===== src/rtl/core_trap_ctrl.sv =====
// rtl/core_trap_ctrl.sv - trap/mret sequencer driving the single CSR write port and fetch redirect
module core_trap_ctrl #(
    parameter int                  DATA_W       = 32,
    parameter int                  CSR_W        = 12,
    parameter logic [CSR_W-1:0]    MSTATUS_ADDR = 12'h300,
    parameter logic [CSR_W-1:0]    MEPC_ADDR    = 12'h341,
    parameter logic [CSR_W-1:0]    MCAUSE_ADDR  = 12'h342,
    parameter logic [DATA_W-1:0]   IRQ_CAUSE    = 32'h8000_000B
) (
    input  logic              clk_i,
    input  logic              rst_n_i,
    input  logic              exc_req_i,
    input  logic [DATA_W-1:0] exc_cause_i,
    input  logic [DATA_W-1:0] exc_pc_i,
    input  logic              irq_i,
    input  logic [DATA_W-1:0] int_pc_i,
    input  logic              int_pc_vld_i,
    input  logic              mret_i,
    input  logic [CSR_W-1:0]  ex_csr_waddr_i,
    input  logic              ex_csr_waddr_vld_i,
    input  logic [DATA_W-1:0] ex_csr_wdata_i,
    input  logic [DATA_W-1:0] csr_mtvec_i,
    input  logic [DATA_W-1:0] csr_mepc_i,
    input  logic [DATA_W-1:0] csr_mstatus_i,
    output logic [CSR_W-1:0]  csr_waddr_o,
    output logic              csr_waddr_vld_o,
    output logic [DATA_W-1:0] csr_wdata_o,
    output logic              stall_o,
    output logic              flush_o,
    output logic              jump_vld_o,
    output logic [DATA_W-1:0] jump_addr_o
);

    typedef enum logic [2:0] {
        IDLE,
        W_MEPC,
        W_MCAUSE,
        W_MSTATUS,
        R_MSTATUS,
        JUMP
    } state_t;

    state_t            state_q, state_d;
    logic [DATA_W-1:0] pc_q;
    logic [DATA_W-1:0] cause_q;
    logic              mret_q;

    logic is_idle, take_exc, take_irq, take_mret, accept;
    logic [DATA_W-1:0] trap_mstatus, mret_mstatus;

    assign is_idle   = (state_q == IDLE);
    assign take_exc  = is_idle & exc_req_i;
    assign take_irq  = is_idle & ~exc_req_i & irq_i & csr_mstatus_i[3] & int_pc_vld_i;
    assign take_mret = is_idle & ~exc_req_i & ~(irq_i & csr_mstatus_i[3] & int_pc_vld_i) & mret_i;
    assign accept    = take_exc | take_irq | take_mret;

    // MPIE <- MIE, MIE <- 0 on trap; MIE <- MPIE, MPIE <- 1 on return; MPP stays machine mode.
    always_comb begin
        trap_mstatus        = csr_mstatus_i;
        trap_mstatus[7]     = csr_mstatus_i[3];
        trap_mstatus[3]     = 1'b0;
        trap_mstatus[12:11] = 2'b11;
        mret_mstatus        = csr_mstatus_i;
        mret_mstatus[3]     = csr_mstatus_i[7];
        mret_mstatus[7]     = 1'b1;
        mret_mstatus[12:11] = 2'b11;
    end

    always_ff @(posedge clk_i) begin
        if (!rst_n_i) begin
            state_q <= IDLE;
            pc_q    <= '0;
            cause_q <= '0;
            mret_q  <= 1'b0;
        end else begin
            state_q <= state_d;
            if (take_exc) begin
                pc_q    <= exc_pc_i;
                cause_q <= exc_cause_i;
                mret_q  <= 1'b0;
            end else if (take_irq) begin
                pc_q    <= int_pc_i;
                cause_q <= IRQ_CAUSE;
                mret_q  <= 1'b0;
            end else if (take_mret) begin
                mret_q  <= 1'b1;
            end
        end
    end

    always_comb begin
        state_d         = state_q;
        csr_waddr_o     = '0;
        csr_waddr_vld_o = 1'b0;
        csr_wdata_o     = '0;
        stall_o         = 1'b1;
        flush_o         = 1'b0;
        jump_vld_o      = 1'b0;
        jump_addr_o     = '0;
        case (state_q)
            IDLE: begin
                if (take_exc || take_irq) begin
                    state_d = W_MEPC;
                end else if (take_mret) begin
                    state_d = R_MSTATUS;
                end else begin
                    stall_o         = 1'b0;
                    csr_waddr_o     = ex_csr_waddr_i;
                    csr_waddr_vld_o = ex_csr_waddr_vld_i;
                    csr_wdata_o     = ex_csr_wdata_i;
                end
            end
            W_MEPC: begin
                state_d         = W_MCAUSE;
                csr_waddr_o     = MEPC_ADDR;
                csr_waddr_vld_o = 1'b1;
                csr_wdata_o     = pc_q;
            end
            W_MCAUSE: begin
                state_d         = W_MSTATUS;
                csr_waddr_o     = MCAUSE_ADDR;
                csr_waddr_vld_o = 1'b1;
                csr_wdata_o     = cause_q;
            end
            W_MSTATUS: begin
                state_d         = JUMP;
                csr_waddr_o     = MSTATUS_ADDR;
                csr_waddr_vld_o = 1'b1;
                csr_wdata_o     = trap_mstatus;
            end
            R_MSTATUS: begin
                state_d         = JUMP;
                csr_waddr_o     = MSTATUS_ADDR;
                csr_waddr_vld_o = 1'b1;
                csr_wdata_o     = mret_mstatus;
            end
            JUMP: begin
                state_d     = IDLE;
                flush_o     = 1'b1;
                jump_vld_o  = 1'b1;
                jump_addr_o = mret_q ? csr_mepc_i : {csr_mtvec_i[DATA_W-1:2], 2'b00};
            end
            default: state_d = IDLE;
        endcase
        if (!rst_n_i) begin
            csr_waddr_o     = '0;
            csr_waddr_vld_o = 1'b0;
            csr_wdata_o     = '0;
            stall_o         = 1'b0;
            flush_o         = 1'b0;
            jump_vld_o      = 1'b0;
            jump_addr_o     = '0;
        end
    end

    logic unused_ok;
    assign unused_ok = accept;

endmodule


===== config.mk =====
export PLATFORM = sky130hd
export DESIGN_NAME = core_trap_ctrl
export DESIGN_NICKNAME = d
export VERILOG_FILES = /design/src/rtl/core_trap_ctrl.sv
export SDC_FILE = /design/constraint.sdc
export NUM_CORES = 1
export LEC_CHECK = 0
export ABC_AREA = 1
export CAP_MARGIN = 20
export CORE_ASPECT_RATIO = 0.5
export CORE_MARGIN = 2
export CORE_UTILIZATION = 34
export CTS_BUF_LIST = sky130_fd_sc_hd__clkbuf_2
export CTS_CLUSTER_SIZE = 40
export DETAILED_ROUTE_END_ITERATION = 7
export PLACE_DENSITY = 0.8
export RECOVER_POWER = 25
export SYNTH_ARGS = -nofsm -noshare
export SYNTH_HDL_FRONTEND = slang
export SYNTH_SLANG_ARGS = --single-unit
export TNS_END_PERCENT = 30

===== constraint.sdc =====
create_clock -name clk_i -period 1.4 [get_ports clk_i]
set_input_delay 0.28 -clock clk_i [delete_from_list [all_inputs] [get_ports clk_i]]
set_output_delay 0.28 -clock clk_i [all_outputs]
set_load 0.02 [all_outputs]

==> reports/results.ini <==
[outcome]
outcome=complete, but fails checks
violations=setup timing

[timing]
period_share_pct=169
max_freq_ghz=0.424
slew_violations=0
worst_pin_slew_ps=324
setup_viol=148
period_minus_slack_ps=2360
timing.final.ws_setup_ps=-961
maxSlewHeadroom_pct=78.4
hold_viol=0
rsz0062_at_grt=true
finClkSkew_ps=27.6
fin_tns_setup_ps=-78120

[logic_synthesis]
netlist_top_cells_count=nand2_1 (379), nand3_1 (101), a21oi_1 (98), dfxtp_1 (68), nand4_1 (61)
synthTopCellsByArea=nand2_1 (29%), dfxtp_1 (28%), nand3_1 (10%)
ys_async_sr_fraction_pct=0
synth_ff_type=dfxtp_1
yosys.area_share.simple_pct=52.8
ys_ff_latch=68
syn_area_um2=4920
synthCells=874
synth.distinct_cells=21
synth_xor_area_share_pct=0
syn_nets=1117
yosys.area.top_type=nand2_1
avgSynthCellArea_um2=5.63
synthAdderAreaFrac_pct=0
synth_compound_area_share_pct=10.8
yosysMostFrequentCell=nand2_1
synth.area.mux_share_pct=0
yosysSeqAreaShare_pct=27.6
synth_enable_flop_cells=0
netlist.area_leader.share_pct=28.9
synth_top_family_by_area=simple AND/OR/NAND/NOR gates
yosys_warnings=0

[floorplanning]
dieArea_um2=15500
core_area_um2=14300
start_util_pct=34.4
boundaryPins=323
rows=31
fp.dieW_um=174
dieHeight_um=89.1

[placed_design]
dpl.hpwl_um=18300
finalWeightedCongestion=0.877
port_buffers=318
dp_slack_ps=-1180
dp.cells=1382

[power_and_ir_drop]
clockPowerShare_pct=8.9
vdd_drop_max_uv=943
p_leak_uw=0.00443
combPwrFrac_pct=70.9
fin_total_pwr_uw=13700
powerDensity_nw_per_um2=1290
seqPwrFrac_pct=20.1
p_int_uw=7140
p_sw_uw=6540
p_sw_share_pct=47.8

[routing]
wire_per_inst_um=18.7
routed_wl_um=26700
drt_first_pass_iters=5
drc=0
vias_per_cell=5.41
ant_nets=0
initialDrtViolationCount=824
vias=7728

[clock_tree]
numClockSinks=68
root_buffer=clkbuf_2
clock_path_buffers=2
hold_buffers=0
clk_pin_slew_ps=210
insertion_delay_ps=540
htree_levels=3
tritoncts=built
cts-buffers-inserted=9

[layout]
diodes=0
drive_above_1_share_pct=31.4
fillers=997
layout.nets=1469
area_growth_pct=116
stdcell_count=1429
final_util_pct=74.1

[critical_path]
endpoint_kind=output port
cp.arrival_ps=2080
required_ps=1120
r2r_cells=10
cp_max_fo=8
cp-start-kind=flip-flop
path_class=reg -> out

[global_routing]
antenna_found_initial=0
grt_overflow=0
grt_pass1_vias=6811
grt_max_degree=38
grt_pass1_wl_um=36100
grtUsageTotal_pct=29.2

[worst_hold_path]
hold_path_depth=3
holdCritPathClass=in -> reg

[flow_run]
maxCapViolCount=0

[logic make-up after synthesis]
| kind of cell | Yosys count |
|---|---|
| buffers and inverters | 98 |
| and+or+nand+nor | 602 |
| AOI/OAI and AO/OA | 106 |
| DFF | 68 |
[critical path, stage by stage (launching register included)]
cell and delay [ps]:
dfxtp_4 410, nor2_8 130, nand2_4 80, nor2_4 220, buf_12 180, nand3_4 130, buf_12 180, nor2_4 80
buf_6 120
[power by group through the flow]
| stage | clock (uW) | combinational, uW | sequential, uW |
|---|---|---|---|
| 2_1_floorplan | 0 | 4620 | 2650 |
| 3_3_place_gp | 0 | 7390 | 2740 |
| 3_5_place_dp | 0 | 7530 | 2760 |
| 4_1_cts | 1230 | 7710 | 2740 |
| 5_1_grt | 1320 | 10300 | 2800 |
| 6_report | 1220 | 9700 | 2760 |
[final timing paths]
path / slack (ps) / to / from
worst max-delay path: -960 / csr_waddr_o[5] / state_q[0]
worst min register to register: 470 / pc_q[22] / pc_q[22]
worst min-delay path: 270 / cause_q[27] / exc_cause_i[27]
worst max register to register: -280 / pc_q[12] / state_q[0]
[final cells by class]
class                      instances  area (um^2)  share of cell area, %
multi-input combinational        708         4350                   41.0
sequential                        68         1370                   12.9
clock inverter                     6         72.6                  0.684
inverter                          21         88.8                  0.837
tap                              198          248                   2.33
timing repair buffer             418         4430                   41.7
clock buffer                      10         50.0                  0.472
[what timing repair did]
| action | 4_1_cts | 5_1_grt |
|---|---|---|
| hold endpoints to repair | 0 | 0 |
| buffers inserted | 4 | 19 |
| resized for setup | 370 | 248 |
| pin swaps | 1 | 31 |
| cloned | 1 | 7 |
| endpoints found under the setup margin | 148 | 148 |
[layer usage]
metal / vias to the layer above / track usage [%] / routed length [um]
li1: 3587 / - / -
met1: 3603 / 38.1 / 10800
met2: 431 / 51.2 / 12900
met3: 107 / 4.51 / 2120
met4: 0 / 8.48 / 980
met5: - / 0 / 0
[through the flow]
step	hold slack (ps)	cell area, um^2
floorplan	422	5670
global placement	438	9420
detailed placement	439	9420
CTS	238	9700
global route	227	10600
finish	267	10600
[registers in the layout (all words and copies together) (netlist names)]
register / flops
mret_q: 1
state_q: 3
pc_q: 32
cause_q: 32
[cells in the final DEF (no fill, tap or decap), drive strengths merged]
master,n
inv,22
o21ai,8
clkinvlp,1
nand2,381
clkbuf,16
nor3b,2
bufinv,1
buf,174
nor2,57
dfxtp,68
clkdlybuf4s50,238
a21oi,98
clkinv,3
nand3,101
nand4,61
(Power assumes the default switching activity.)
